[config.mk]
export PLATFORM = sky130hd
export DESIGN_NAME = pixel_shifter_flat
export DESIGN_NICKNAME = d
export VERILOG_FILES = /design/src/rtl/pixel_shifter_if.sv /design/src/rtl/pixel_shifter.sv /design/src/flat_wrapper.sv
export SDC_FILE = /design/constraint.sdc
export NUM_CORES = 1
export LEC_CHECK = 0
export BUFFER_PORTS_ARGS = -buffer_cell sky130_fd_sc_hd__buf_4
export CORE_AREA = 4 4 41 43
export CTS_CLUSTER_SIZE = 8
export DETAILED_ROUTE_END_ITERATION = 16
export DIE_AREA = 0 0 45 47
export GPL_ROUTABILITY_DRIVEN = 0
export MAX_ROUTING_LAYER = met4
export PLACE_DENSITY_LB_ADDON = 0.3
export SKIP_LAST_GASP = 1
export SLEW_MARGIN = 20
export SYNTH_ARGS = -nofsm -noshare
export SYNTH_HDL_FRONTEND = slang
export SYNTH_SLANG_ARGS = --single-unit
[constraint.sdc]
create_clock -name clk -period 1.7 [get_ports clk]
set_clock_uncertainty 0.1 [all_clocks]
set_input_delay 0.085 -clock clk [delete_from_list [all_inputs] [get_ports clk]]
set_output_delay 0.085 -clock clk [all_outputs]
set_load 0.005 [all_outputs]
[src/rtl/pixel_shifter_if.sv]
// Bundles the pixel shifter's data and status signals between producer and shifter.
// Latency: none, wires only.
// Backpressure: carries req (load will not be lost) and the sticky ovf flag.
//
// Ports (master = producer side, slave = shifter side):
//   ce        clock enable qualifying every synchronous action
//   ser_in    fill bit entering the vacated end of the shift register
//   p         parallel load data, WIDTH bits
//   load_n    parallel-load request, active-low
//   q         serial pixel out
//   empty     no loaded bits remain
//   bits_left loaded bits not yet shifted out
//   req       a load now would be accepted without loss
//   ovf       sticky, a load was lost
interface pixel_shifter_if #(
    parameter int WIDTH = 8
) ();
    localparam int CW = $clog2(WIDTH + 1);

    logic             ce;
    logic             ser_in;
    logic [WIDTH-1:0] p;
    logic             load_n;
    logic             q;
    logic             empty;
    logic [CW-1:0]    bits_left;
    logic             req;
    logic             ovf;

    modport master (
        output ce, ser_in, p, load_n,
        input  q, empty, bits_left, req, ovf
    );

    modport slave (
        input  ce, ser_in, p, load_n,
        output q, empty, bits_left, req, ovf
    );
endinterface

[src/rtl/pixel_shifter.sv]
// Parallel-in, serial-out pixel shift register with loaded-bit counter and overflow flag.
// Latency: first bit of a load on q one ce edge after the load (one more with the holding register).
// Backpressure: req advertises a lossless load; a lost load sets sticky ovf, cleared only by clr_n.
//
// Ports: clk (rising edge), clr_n (async active-low reset), bus (pixel_shifter_if.slave).
// Parameters: WIDTH (2..32) register length, LSB_FIRST (0: q from MSB, 1: q from LSB).
// Optional feature: define PIXEL_SHIFTER_DBUF_EN to add a one-character holding register
// that refills the shifter gaplessly when it runs down to its last bit.
module pixel_shifter #(
    parameter int WIDTH     = 8,
    parameter int LSB_FIRST = 0
) (
    input  logic            clk,
    input  logic            clr_n,
    pixel_shifter_if.slave  bus
);
    localparam int            CW   = $clog2(WIDTH + 1);
    localparam logic [CW-1:0] FULL = CW'(WIDTH);

    logic [WIDTH-1:0] r_sh;
    logic [CW-1:0]    r_cnt;
    logic             r_ovf;

    logic [WIDTH-1:0] w_shifted;
    logic [CW-1:0]    w_cnt_dec;
    logic             w_low;

    // Shift moves toward q; the fill bit enters the far end.
    generate
        if (LSB_FIRST != 0) begin : g_lsb
            assign w_shifted = {bus.ser_in, r_sh[WIDTH-1:1]};
            assign bus.q     = r_sh[0];
        end else begin : g_msb
            assign w_shifted = {r_sh[WIDTH-2:0], bus.ser_in};
            assign bus.q     = r_sh[WIDTH-1];
        end
    endgenerate

    // Counter saturates at zero; shifting carries on while empty.
    assign w_cnt_dec = (r_cnt == '0) ? '0 : r_cnt - CW'(1);
    // At most the last bit is still pending.
    assign w_low     = (r_cnt <= CW'(1));

    assign bus.empty     = (r_cnt == '0);
    assign bus.bits_left = r_cnt;
    assign bus.ovf       = r_ovf;

`ifdef PIXEL_SHIFTER_DBUF_EN
    logic [WIDTH-1:0] r_hold;
    logic             r_hold_vld;
    logic             w_xfer;

    // Refill from the holding register on the cycle the last bit is on q,
    // so the next character follows with no gap.
    assign w_xfer  = r_hold_vld & w_low;
    assign bus.req = ~r_hold_vld;

    always_ff @(posedge clk or negedge clr_n) begin
        if (!clr_n) begin
            r_sh       <= '0;
            r_cnt      <= '0;
            r_ovf      <= 1'b0;
            r_hold     <= '0;
            r_hold_vld <= 1'b0;
        end else if (bus.ce) begin
            if (w_xfer) begin
                r_sh  <= r_hold;
                r_cnt <= FULL;
            end else begin
                r_sh  <= w_shifted;
                r_cnt <= w_cnt_dec;
            end
            if (!bus.load_n) begin
                r_hold     <= bus.p;
                r_hold_vld <= 1'b1;
                // Overwriting a held character that is not leaving this cycle loses it.
                if (r_hold_vld && !w_xfer) begin
                    r_ovf <= 1'b1;
                end
            end else if (w_xfer) begin
                r_hold_vld <= 1'b0;
            end
        end
    end
`else
    assign bus.req = w_low;

    always_ff @(posedge clk or negedge clr_n) begin
        if (!clr_n) begin
            r_sh  <= '0;
            r_cnt <= '0;
            r_ovf <= 1'b0;
        end else if (bus.ce) begin
            if (!bus.load_n) begin
                r_sh  <= bus.p;
                r_cnt <= FULL;
                // Two or more unsent bits are discarded by this load.
                if (!w_low) begin
                    r_ovf <= 1'b1;
                end
            end else begin
                r_sh  <= w_shifted;
                r_cnt <= w_cnt_dec;
            end
        end
    end
`endif
endmodule

[src/flat_wrapper.sv]
// flat-port wrapper written by rule: the top's interface ports become plain ports
module pixel_shifter_flat 
#(
    parameter int WIDTH     = 8,
    parameter int LSB_FIRST = 0
)
  (clk, clr_n, bus_ce, bus_ser_in, bus_p, bus_load_n, bus_q, bus_empty, bus_bits_left, bus_req, bus_ovf);
  pixel_shifter_if #(.WIDTH(WIDTH)) bus_i ();
  input  logic clk;
  input  logic clr_n;
  input wire logic [$bits(bus_i.ce)-1:0] bus_ce;
  input wire logic [$bits(bus_i.ser_in)-1:0] bus_ser_in;
  input wire logic [$bits(bus_i.p)-1:0] bus_p;
  input wire logic [$bits(bus_i.load_n)-1:0] bus_load_n;
  output wire logic [$bits(bus_i.q)-1:0] bus_q;
  output wire logic [$bits(bus_i.empty)-1:0] bus_empty;
  output wire logic [$bits(bus_i.bits_left)-1:0] bus_bits_left;
  output wire logic [$bits(bus_i.req)-1:0] bus_req;
  output wire logic [$bits(bus_i.ovf)-1:0] bus_ovf;
  assign bus_i.ce = bus_ce;
  assign bus_i.ser_in = bus_ser_in;
  assign bus_i.p = bus_p;
  assign bus_i.load_n = bus_load_n;
  assign bus_q = bus_i.q;
  assign bus_empty = bus_i.empty;
  assign bus_bits_left = bus_i.bits_left;
  assign bus_req = bus_i.req;
  assign bus_ovf = bus_i.ovf;
  pixel_shifter #(.WIDTH(WIDTH), .LSB_FIRST(LSB_FIRST)) u_core (.clk(clk), .clr_n(clr_n), .bus(bus_i));
endmodule
-- Word-level counts from Yosys, hierarchy flattened
Cells that the tools add are included.
- bits in registers: 13
- input bits: 13
- output and inout bits: 8
- word-level logic and storage cells: 12
- add/subtract/negate cells: 1
- $lt $le $gt $ge: 1
- muxes and demuxes: 3
- bitwise gates (word level): 2
- reductions and logical operators: 2
- operators with widths (operator ; count):
    $mux 4 ; 2
    $mux 8 ; 1
    $le 4x1->1 const B ; 1
    $logic_not 4->1 ; 1
    $sub 4x1->4 const B ; 1
    $reduce_and 3->1 ; 1
    $not 1->1 ; 2

-- Depth between registers and ports, before layout
- depth after elaboration: 3
- gate-level depth with buffers: 3
- gate-level depth less buffers: 3

-- Worst setup path before layout
No wires, ideal clock.
- path type: reg-to-reg
- start: register u_core.r_cnt[1] (netlist: u_core.bus.bits_left[1])
- end: register u_core.r_cnt[3] (netlist: u_core.bus.bits_left[3])
- arrival: 924 ps
- required time: 1481 ps
- slack: 557 ps
- stages on the path, launching flop included: 4
- buffers on the path: 0
- period minus slack after synthesis: 1143 ps
- path through: dfrtp_1 nor3_1 nand2_1 a21bo_2
- cells in the longest elaborated chain, start to end: 3
- elaborated cells on any way between the ends: 4
- those cells by class: add/sub (1); mux (2); reduce/logical (1)
- ends and longest elaborated chain (element ; RTL line ; RTL):
    start: declaration ; pixel_shifter.sv:21 ; logic [CW-1:0] r_cnt;
    start signal: assignment ; pixel_shifter.sv:103 ; r_cnt <= w_cnt_dec;
    $sub 4x1->4 or $logic_not 4->1 (tied branches) ; pixel_shifter.sv:40 ; assign w_cnt_dec = (r_cnt == '0) ? '0 : r_cnt - CW'(1);
    $mux 4 (*) ; pixel_shifter.sv:40 ;
    $mux 4 (*) ; pixel_shifter.sv:94 ; if (!bus.load_n) begin
Every way passes the cells marked *; elsewhere a longest branch is shown, timed or not.
A chain may end at the register's enable or synchronous reset.

-- Worst setup path in the final report
- start: register u_core.r_cnt[1] (netlist: u_core.bus.bits_left[1])
- end: output bus_req
- cells in the longest elaborated chain, start to end: 1
- ends and longest elaborated chain (element ; RTL line ; RTL):
    $le 4x1->1 ; pixel_shifter.sv:42 ; assign w_low = (r_cnt <= CW'(1));
    end: declaration ; flat_wrapper.sv:18 ; output wire logic [$bits(bus_i.req)-1:0] bus_req;
Every way passes these cells.

==> reports/qor.yml <==
min_path_cells: 3
via_count: 526
r2r_cells: 3
wl_per_cell_um: 12.4
report.final.hold_viol_count: 0
synth_common_cells: "13 x dfrtp_1, 9 x nor2_1, 8 x a21oi_1, 8 x mux2i_1"
worstHoldPathType: "in2reg"
grt_pass1_vias: 460
crit_path_max_fanout: 7
synthTopCellsByArea: "dfrtp_1 53%, mux2i_1 13%, a21oi_1 6.6%"
critPathArrivalTime_ns: 1.26
grt_overflow_total: 0
ctsHoldBuffers: 1
synth_seq_area_share_pct: 53.5
period_share_pct: 85.2
drv_cap: 0
setup-tns-final_ns: 0
drive_above_1_share_pct: 31.3
hpwl_um: 843
post_cts_resized: 0
period_needed_ns: 1.45
dieWidth_um: 45
grt_max_degree: 25
routed_via_density: 5.54
whs_ns: 0.00425
fmaxAchievable_ghz: 0.690
ys_async_sr_fraction_pct: 100
grt_pass1_wl_mm: 1.97
synth-edff-count: 0
critPathCaptureType: "output port"
area_growth_pct: 29.8
rows: 13
synth_cell_types: 20
htree_levels: 1
cts.path.max_buffers: 2
clk-insertion-delay-late_ns: 0.27
syn_avg_cell_area_um2: 10.5
track_usage_pct: 14.0
routed_wl_mm: 1.18
coreArea_um2: 1300
yosysMostFrequentCell: "dfrtp_1"
peakVddDrop_mv: 0.505
nNetsFinal: 94
syn_nets: 71
critical_path_class: "reg2out"
status: "finished clean"
setup_viol: 0
p_leak_nw: 0.377
diodes: 0
clock_sink_count: 13
netlist.area_leader.share_pct: 53.5
drc: 0
cts_buffers: 3
max_slew.worst_pin.slew_ns: 0.357
die-area_um2: 2120
syn_area_um2: 608
start_util_pct: 46.7
antenna_found_initial: 0
rsz0062_at_grt: "no"
cts_tree: "built"
clockRootBuffer: "clkbuf_4"
post_cts_buffers: 0
clkTransAtPathRegs_ns: 0.08
drtIter0Drc: 8
syn_inst: 58
drtAntennaViolNets: 0
drv_slew: 0
cp.required_ns: 1.51
synth_top_flop_cell: "dfrtp_1"
synth_top_area_cell: "dfrtp_1"
die_h_um: 47
slew_headroom_pct: 76.0
cp-start-kind: "flip-flop"
firstDrtPassIters: 4
io_pins: 21
synth-seq-cells: 13
yosys_warnings: 0
io_buffers: 20
powerDensity_nw_per_um2: 1130
-- layout by cell type, fill, tap and decap left out, drive strengths merged --
master / netlist / layout
buf: 3 / 20
dfrtp: 13 / 13
nor2: 9 / 9
mux2i: 8 / 8
a21oi: 8 / 8
clkbuf: 0 / 4
nor3: 3 / 3
nand2: 3 / 3
nor4: 1 / 1
o21ai: 1 / 1
a21boi: 1 / 1
a41o: 1 / 1
a32o: 1 / 1
nand2b: 1 / 1
o21bai: 1 / 1
a21bo: 1 / 1
inv: 1 / 1
nand3: 1 / 1
o22ai: 1 / 1
dlygate4sd3: 0 / 1
-- sequential cells by signal, summed over array words and instances, names as in the netlist --
name / count
u_core.bus.bits_left: 4
u_core.bus.ovf: 1
u_core.r_sh: 8
-- cells by family (layout without fill, tap and decap cells) --
logic type,Yosys count,in the layout,synth area share (%)
DFF,13,13,53.5
buffers and inverters,4,26,4.53
AOI/OAI and AO/OA,15,15,16.1
and+or+nand+nor,18,18,12.8
muxes,8,8,13.2
-- power by group --
part           internal [W]  total (W)  switching [W]
Clock             0.0000909   0.000190      0.0000988
Sequential         0.000365   0.000429      0.0000644
Combinational      0.000162   0.000270       0.000108
-- layout make-up --
class                   count  area (um2)
repair buffers             21         160
clock buffers               4        26.3
flip-flops and latches     13         325
fillers                   127         512
multi-input cells          41         255
inverters                   1        3.75
well taps                  15        18.8
-- through the flow --
step / cell area (um2) / total power, W / utilization (%) / cells / setup slack (ns)
4_1_cts: 790 / 0.000901 / 60.7 / 95 / 0.263
5_1_grt: 790 / 0.000956 / 60.7 / 95 / 0.167
6_report: 790 / 0.000889 / 60.7 / 95 / 0.252
3_3_place_gp: 753 / 0.000703 / 57.9 / 90 / 0.521
3_5_place_dp: 753 / 0.000707 / 57.9 / 90 / 0.519
2_1_floorplan: 608 / 0.000565 / - / 58 / 0.557
-- critical path, cell delays in order, from the launching register on --
cell and delay [ns]:
dfrtp_1 0.44, nor3_1 0.36, buf_4 0.18
-- final timing paths --
| path | from | end | slack (ns) |
|---|---|---|---|
| max in group asynchronous | clr_n | u_core.r_sh[1] | 1.25 |
| min in group asynchronous | clr_n | u_core.bus.ovf | 0.09 |
| worst max-delay path | u_core.bus.bits_left[1] | bus_req | 0.25 |
| worst min-delay path | bus_p[5] | u_core.r_sh[5] | 0.004 |
| worst min register to register | u_core.bus.ovf | u_core.bus.ovf | 0.40 |
| worst max register to register | u_core.bus.bits_left[1] | u_core.bus.bits_left[3] | 0.50 |
-- metal layers --
| metal | wire (um) | global-route usage, % | part of all wire (%) | vias up |
|---|---|---|---|---|
| li1 | - | - | - | 253 |
| met1 | 475 | 16.3 | 40 | 255 |
| met2 | 606 | 21.5 | 51 | 14 |
| met3 | 69 | 3.45 | 5.8 | 4 |
| met4 | 29 | 8.77 | 2.5 | 0 |
| met5 | 0 | - | 0 | - |
(Power assumes the default switching activity.)
